`config.mk`:
```
export PLATFORM = sky130hd
export DESIGN_NAME = decode_regfile_stage
export DESIGN_NICKNAME = d
export VERILOG_FILES = /design/src/rtl/decode_regfile_stage.sv
export SDC_FILE = /design/constraint.sdc
export NUM_CORES = 2
export LEC_CHECK = 0
export CAP_MARGIN = 20
export CORE_UTILIZATION = 30
export DETAILED_ROUTE_END_ITERATION = 16
export PLACE_DENSITY = 0.48
export REMOVE_ABC_BUFFERS = 1
export SLEW_MARGIN = 0
export SYNTH_ARGS = -nofsm -noshare
export SYNTH_HDL_FRONTEND = slang
export SYNTH_SLANG_ARGS = --single-unit
```
`constraint.sdc`:
```
create_clock -name clk -period 1.6 [get_ports clk]
set_input_delay 0.32 -clock clk [delete_from_list [all_inputs] [get_ports clk]]
set_output_delay 0.32 -clock clk [all_outputs]
set_load 0.02 [all_outputs]
```
`src/rtl/decode_regfile_stage.sv`:
```
// Y86-64 decode stage with integrated register file and a single registered output stage.
// Optional macro DECODE_WB_BYPASS_EN forwards same-edge write-back data into captured operands.
module decode_regfile_stage #(
    parameter int DATA_W = 64,
    parameter int NREG   = 15,
    parameter int RSP_ID = 4
) (
    input  logic              clk,
    input  logic              rst_n,
    input  logic              in_valid,
    output logic              in_ready,
    input  logic [3:0]        icode,
    input  logic [3:0]        rA,
    input  logic [3:0]        rB,
    input  logic              wb_en,
    input  logic [3:0]        wb_dstE,
    input  logic [DATA_W-1:0] wb_valE,
    input  logic [3:0]        wb_dstM,
    input  logic [DATA_W-1:0] wb_valM,
    output logic              out_valid,
    input  logic              out_ready,
    output logic [3:0]        icode_o,
    output logic [3:0]        srcA,
    output logic [3:0]        srcB,
    output logic [3:0]        dstE,
    output logic [3:0]        dstM,
    output logic [DATA_W-1:0] valA,
    output logic [DATA_W-1:0] valB
);
    localparam logic [3:0] RNONE = 4'hF;
    localparam logic [3:0] RSP   = 4'(RSP_ID);

    logic [DATA_W-1:0] regs   [NREG];
    logic [DATA_W-1:0] rd_tab [16];
    logic [3:0]        src_a_next, src_b_next, dst_e_next, dst_m_next;
    logic [DATA_W-1:0] val_a_next, val_b_next;
    logic              accept;

    assign in_ready = !out_valid || out_ready;
    assign accept   = in_valid && in_ready;

    // One flop bank per implemented register; M write takes priority over E on the same ID.
    for (genvar gi = 0; gi < NREG; gi++) begin : g_reg
        always_ff @(posedge clk or negedge rst_n) begin
            if (!rst_n) begin
                regs[gi] <= '0;
            end else if (wb_en && wb_dstM == 4'(gi)) begin
                regs[gi] <= wb_valM;
            end else if (wb_en && wb_dstE == 4'(gi)) begin
                regs[gi] <= wb_valE;
            end
        end
    end

    // Full 16-entry read table: unimplemented IDs and RNONE read as zero.
    for (genvar gi = 0; gi < 16; gi++) begin : g_rd
        if (gi < NREG) begin : g_impl
            assign rd_tab[gi] = regs[gi];
        end else begin : g_zero
            assign rd_tab[gi] = '0;
        end
    end

    always_comb begin
        src_a_next = RNONE;
        src_b_next = RNONE;
        dst_e_next = RNONE;
        dst_m_next = RNONE;
        case (icode)
            4'h2: begin src_a_next = rA;  dst_e_next = rB; end
            4'h3: begin dst_e_next = rB; end
            4'h4: begin src_a_next = rA;  src_b_next = rB; end
            4'h5: begin src_b_next = rB;  dst_m_next = rA; end
            4'h6: begin src_a_next = rA;  src_b_next = rB;  dst_e_next = rB; end
            4'h8: begin src_b_next = RSP; dst_e_next = RSP; end
            4'h9: begin src_a_next = RSP; src_b_next = RSP; dst_e_next = RSP; end
            4'hA: begin src_a_next = rA;  src_b_next = RSP; dst_e_next = RSP; end
            4'hB: begin src_a_next = RSP; src_b_next = RSP; dst_e_next = RSP; dst_m_next = rA; end
            default: ;
        endcase
    end

    always_comb begin
        val_a_next = rd_tab[src_a_next];
        val_b_next = rd_tab[src_b_next];
`ifdef DECODE_WB_BYPASS_EN
        if (wb_en && src_a_next != RNONE && 32'(src_a_next) < NREG) begin
            if (src_a_next == wb_dstM)      val_a_next = wb_valM;
            else if (src_a_next == wb_dstE) val_a_next = wb_valE;
        end
        if (wb_en && src_b_next != RNONE && 32'(src_b_next) < NREG) begin
            if (src_b_next == wb_dstM)      val_b_next = wb_valM;
            else if (src_b_next == wb_dstE) val_b_next = wb_valE;
        end
`endif
    end

    always_ff @(posedge clk or negedge rst_n) begin
        if (!rst_n) begin
            out_valid <= 1'b0;
            icode_o   <= 4'h0;
            srcA      <= RNONE;
            srcB      <= RNONE;
            dstE      <= RNONE;
            dstM      <= RNONE;
            valA      <= '0;
            valB      <= '0;
        end else if (accept) begin
            out_valid <= 1'b1;
            icode_o   <= icode;
            srcA      <= src_a_next;
            srcB      <= src_b_next;
            dstE      <= dst_e_next;
            dstM      <= dst_m_next;
            valA      <= val_a_next;
            valB      <= val_b_next;
        end else if (out_ready) begin
            out_valid <= 1'b0;
        end
    end
endmodule

```
==> run summary <==
At the pin with the least slew margin, the transition time is approximately 0.65 ns. The met3 track utilization from global routing is 7.19%. TritonCTS created 136 clock buffers.

The synthesized design contains between 1000 and 1500 register bits. The number of detailed-routing iterations run before antenna repair is 6. The number of rows created at floorplan is 168. The die footprint came out at between 0.2 and 0.25 sq mm.

After synthesis, the mean cell area works out to 8.62 sq um. Input and output buffers added on the ports amount to 302. After synthesis the cells add up to between 0.06 and 0.07 sq mm. The deepest clock path buffer count is 3. The area share of the leading cell type in the synthesized netlist is between 40% and 50%. After the first detailed-routing iteration, the DRC count stood at around 8600. Across all setup checks in the final design, the least slack found is -0.233 ns.

The initial standard-cell utilization of the core is 30.3%. The count of mapped cells out of synthesis is 7397. The largest net degree at the start of global routing is 72.

In the synthesized netlist, the cells that appear most often are sky130_fd_sc_hd__nand2_1, sky130_fd_sc_hd__dfrtp_1, sky130_fd_sc_hd__mux2i_1, sky130_fd_sc_hd__a21oi_1, sky130_fd_sc_hd__nor2_1. From synthesis to final layout, the design area changed by 39.2%. The largest vdd supply drop came out at 742 uV. Along the worst path, the maximum fanout reaches 8. CTS built an H-tree with a depth of 4. The total number of vias came out at around 65000. The worst setup path is of the in2reg kind. The final count of hold timing violations is 0. The number of pins exceeding their max-slew limit in the final report came to 0. The die height came out at 463 um. The CTS root buffer is sky130_fd_sc_hd__clkbuf_16. For this design the ratio of total power to cell area is 1130 mW/mm^2. For this run the aggregate overflow at the end of global routing stands at 0.

For met1 alone, demand over resource in global routing was slightly above 40%. Summed over all layers, the routed wires come to roughly 330000 um. Of the cells placed in the final design, the portion with a size suffix greater than 1 is between 20% and 30%. The number of failing setup endpoints in the final timing report is 274. At the worst endpoint, the required time is approximately 2.3 ns. The share of the cycle needed by the critical path after routing came out at 115%. The share of synthesized flip-flops with an asynchronous set or reset came out at 100%.

After synthesis, the cell types taking the most area are sky130_fd_sc_hd__dfrtp_1, sky130_fd_sc_hd__mux2i_1, sky130_fd_sc_hd__nand2_1, sky130_fd_sc_hd__a21oi_1, sky130_fd_sc_hd__o21ai_0. The remaining antenna violation count came out at 0. STA classifies the critical path startpoint as a primary input. The global-route wire length before repair came out at approximately 460000 um. The final critical path time including I/O delays and setup is roughly 1.8 ns. The ratio of routed vias to standard cells is 5.91. TritonCTS built the clock tree. After the last flow step, the layout net total stands at 8271. The overall global routing resource usage came out at 29.0%. For this design the top-level I/O count stands at 303.

In this run, synthesis inferred 0 flip-flops with an integrated enable. The most frequent cell after synthesis is sky130_fd_sc_hd__nand2_1. Among all flip-flop cells after synthesis, the most frequent one is sky130_fd_sc_hd__dfrtp_1. Cells fill 42.2% of the core in the end.

The via count of the first global-routing pass came out at 61000. The clock insertion delay at the later pin of the skew report is 0.82 ns. The placed wire-length estimate after detailed placement came out at around 210000 um.

The weighted congestion reported at the end of routability-driven placement came out at 0.931. The maximum operating frequency came out at 546 MHz. The post-route clock skew is 0.0417 ns. The headroom to the max-slew limit is a little under three fifths. The static leakage came out at 0.0382 uW. The global-route met2 utilization came out at 42.1%.

Counting every sink on the clock net gives 1109. In this run the most used layer during global routing was met2. Clock-pin slew was measured on the worst setup and hold paths at ~0.050 ns.

At the worst endpoint, the arrival time is 2.48 ns. The number of antenna violations at the first check in global routing came out at 4. The die boundary width came out at between 400 and 500 um. The area of the placeable core is 0.210 sq mm.

The netlist uses 64 different library cells. Max-cap violations in this run came to 0. The final reports fail on negative setup slack. The category of the worst setup path capture point is a flop. After filler insertion, the fill cell instance count of the layout stands at approximately 20000. The number of warnings issued by yosys came out at 0. Setup repair after global routing could not meet its margin everywhere. The run finished, with violations left.

The accumulated negative setup slack came out at -31.74 ns. After detailed routing, the number of remaining DRC violations is 0. The dominant cell type by area after synthesis is sky130_fd_sc_hd__dfrtp_1.

The design draws 100000 uW. The min-delay analysis places its worst path in the category in2reg. The sequential-to-total area share from yosys stat came out at 43.5%. Dividing the detail-routed wire length by the instance count gives 29.8 um.
-- logic make-up after synthesis --
family / count (synthesis) / share of synthesized area [%]
DFF: 1109 / 43.5
buffers and inverters: 863 / 5.73
and+or+nand+nor: 2134 / 13.3
muxes: 1030 / 16.2
AOI/OAI and AO/OA: 2261 / 21.2
-- report_power, final --
part | internal [uW] | leakage, uW | switching (uW)
Clock | 18100 | 0.00216 | 13400
Combinational | 12300 | 0.0229 | 13900
Sequential | 35100 | 0.0131 | 7270
Total | 65500 | 0.0382 | 34600
-- state kept, by name (all words and copies together), names as in the netlist --
register and count:
dstE 4, dstM 4, icode_o 4, out_valid 1
rd_tab 960, srcA 4, srcB 4, valA 64
valB 64
-- layer usage --
layer	part of all wire, %	vias to the layer above
li1	-	28000
met1	43	32300
met2	42	4154
met3	11	695
met4	3.9	4
met5	0.0082	-
-- area by class of cell --
class	count	area [sq um]	share of cell area, %
antenna	1	2.50	0.00282
clock buffer	202	4000	4.50
clock inverter	38	387	0.435
inverter	63	236	0.266
multi-input combinational	5425	34800	39.2
sequential	1109	27900	31.4
tap	2805	3510	3.95
timing repair buffer	1383	18000	20.3
-- critical path: stages --
cell and delay, ns:
sky130_fd_sc_hd__buf_8 0.10, sky130_fd_sc_hd__buf_6 0.12, sky130_fd_sc_hd__or4b_4 0.55, sky130_fd_sc_hd__nand3_4 0.17, sky130_fd_sc_hd__buf_12 0.15, sky130_fd_sc_hd__buf_16 0.18, sky130_fd_sc_hd__buf_12 0.18, sky130_fd_sc_hd__mux2i_2 0.26
sky130_fd_sc_hd__o22ai_2 0.10, sky130_fd_sc_hd__nor3_2 0.19, sky130_fd_sc_hd__o32ai_2 0.11
-- worst paths after layout --
path,startpoint,to,slack (ns),cells after the start
hold / removal,rB[0],dstE[0],0.08,4
min in group asynchronous,rst_n,rd_tab[554],0.25,3
hold reg to reg,dstE[3],dstE[3],0.47,2
setup reg to reg,out_valid,valB[36],-0.18,10
max in group asynchronous,rst_n,valB[26],0.24,3
setup / recovery,icode[2],valA[31],-0.23,11
-- what timing repair did --
action | 4_1_cts | 5_1_grt
setup endpoints to repair | 441 | 803
setup buffers | 94 | 73
pin swaps | 39 | 229
gates resized for setup | 1139 | 494
hold buffers | 7 | 2
cloned | 26 | 20
hold endpoints to repair | 863 | 2
-- per-stage QoR --
stage / setup WS [ns] / hold slack, ns / cell area (sq um) / instances
floorplan: -9.53 / 0.0244 / 60400 / 6597
global placement: -1.39 / 0.197 / 78800 / 10600
detailed placement: -1.39 / 0.195 / 78800 / 10600
CTS: -0.269 / 0.0538 / 85800 / 10900
finish: -0.233 / 0.0839 / 88800 / 11000
global route: -0.267 / 0.112 / 88800 / 11000
-- layout by cell type, fill, tap and decap left out, drive strengths merged, types with 137 or more instances in the layout --
master	netlist	routed
a21oi	826	826
a31oi	189	189
buf	264	1206
clkbuf	536	222
clkdlybuf4s50	0	137
dfrtp	1093	1093
mux2i	1026	1026
nand2	1202	1202
nand3	146	146
nor2	664	664
o21ai	585	585
o22ai	253	253
Power figures use the tool's default switching activity.
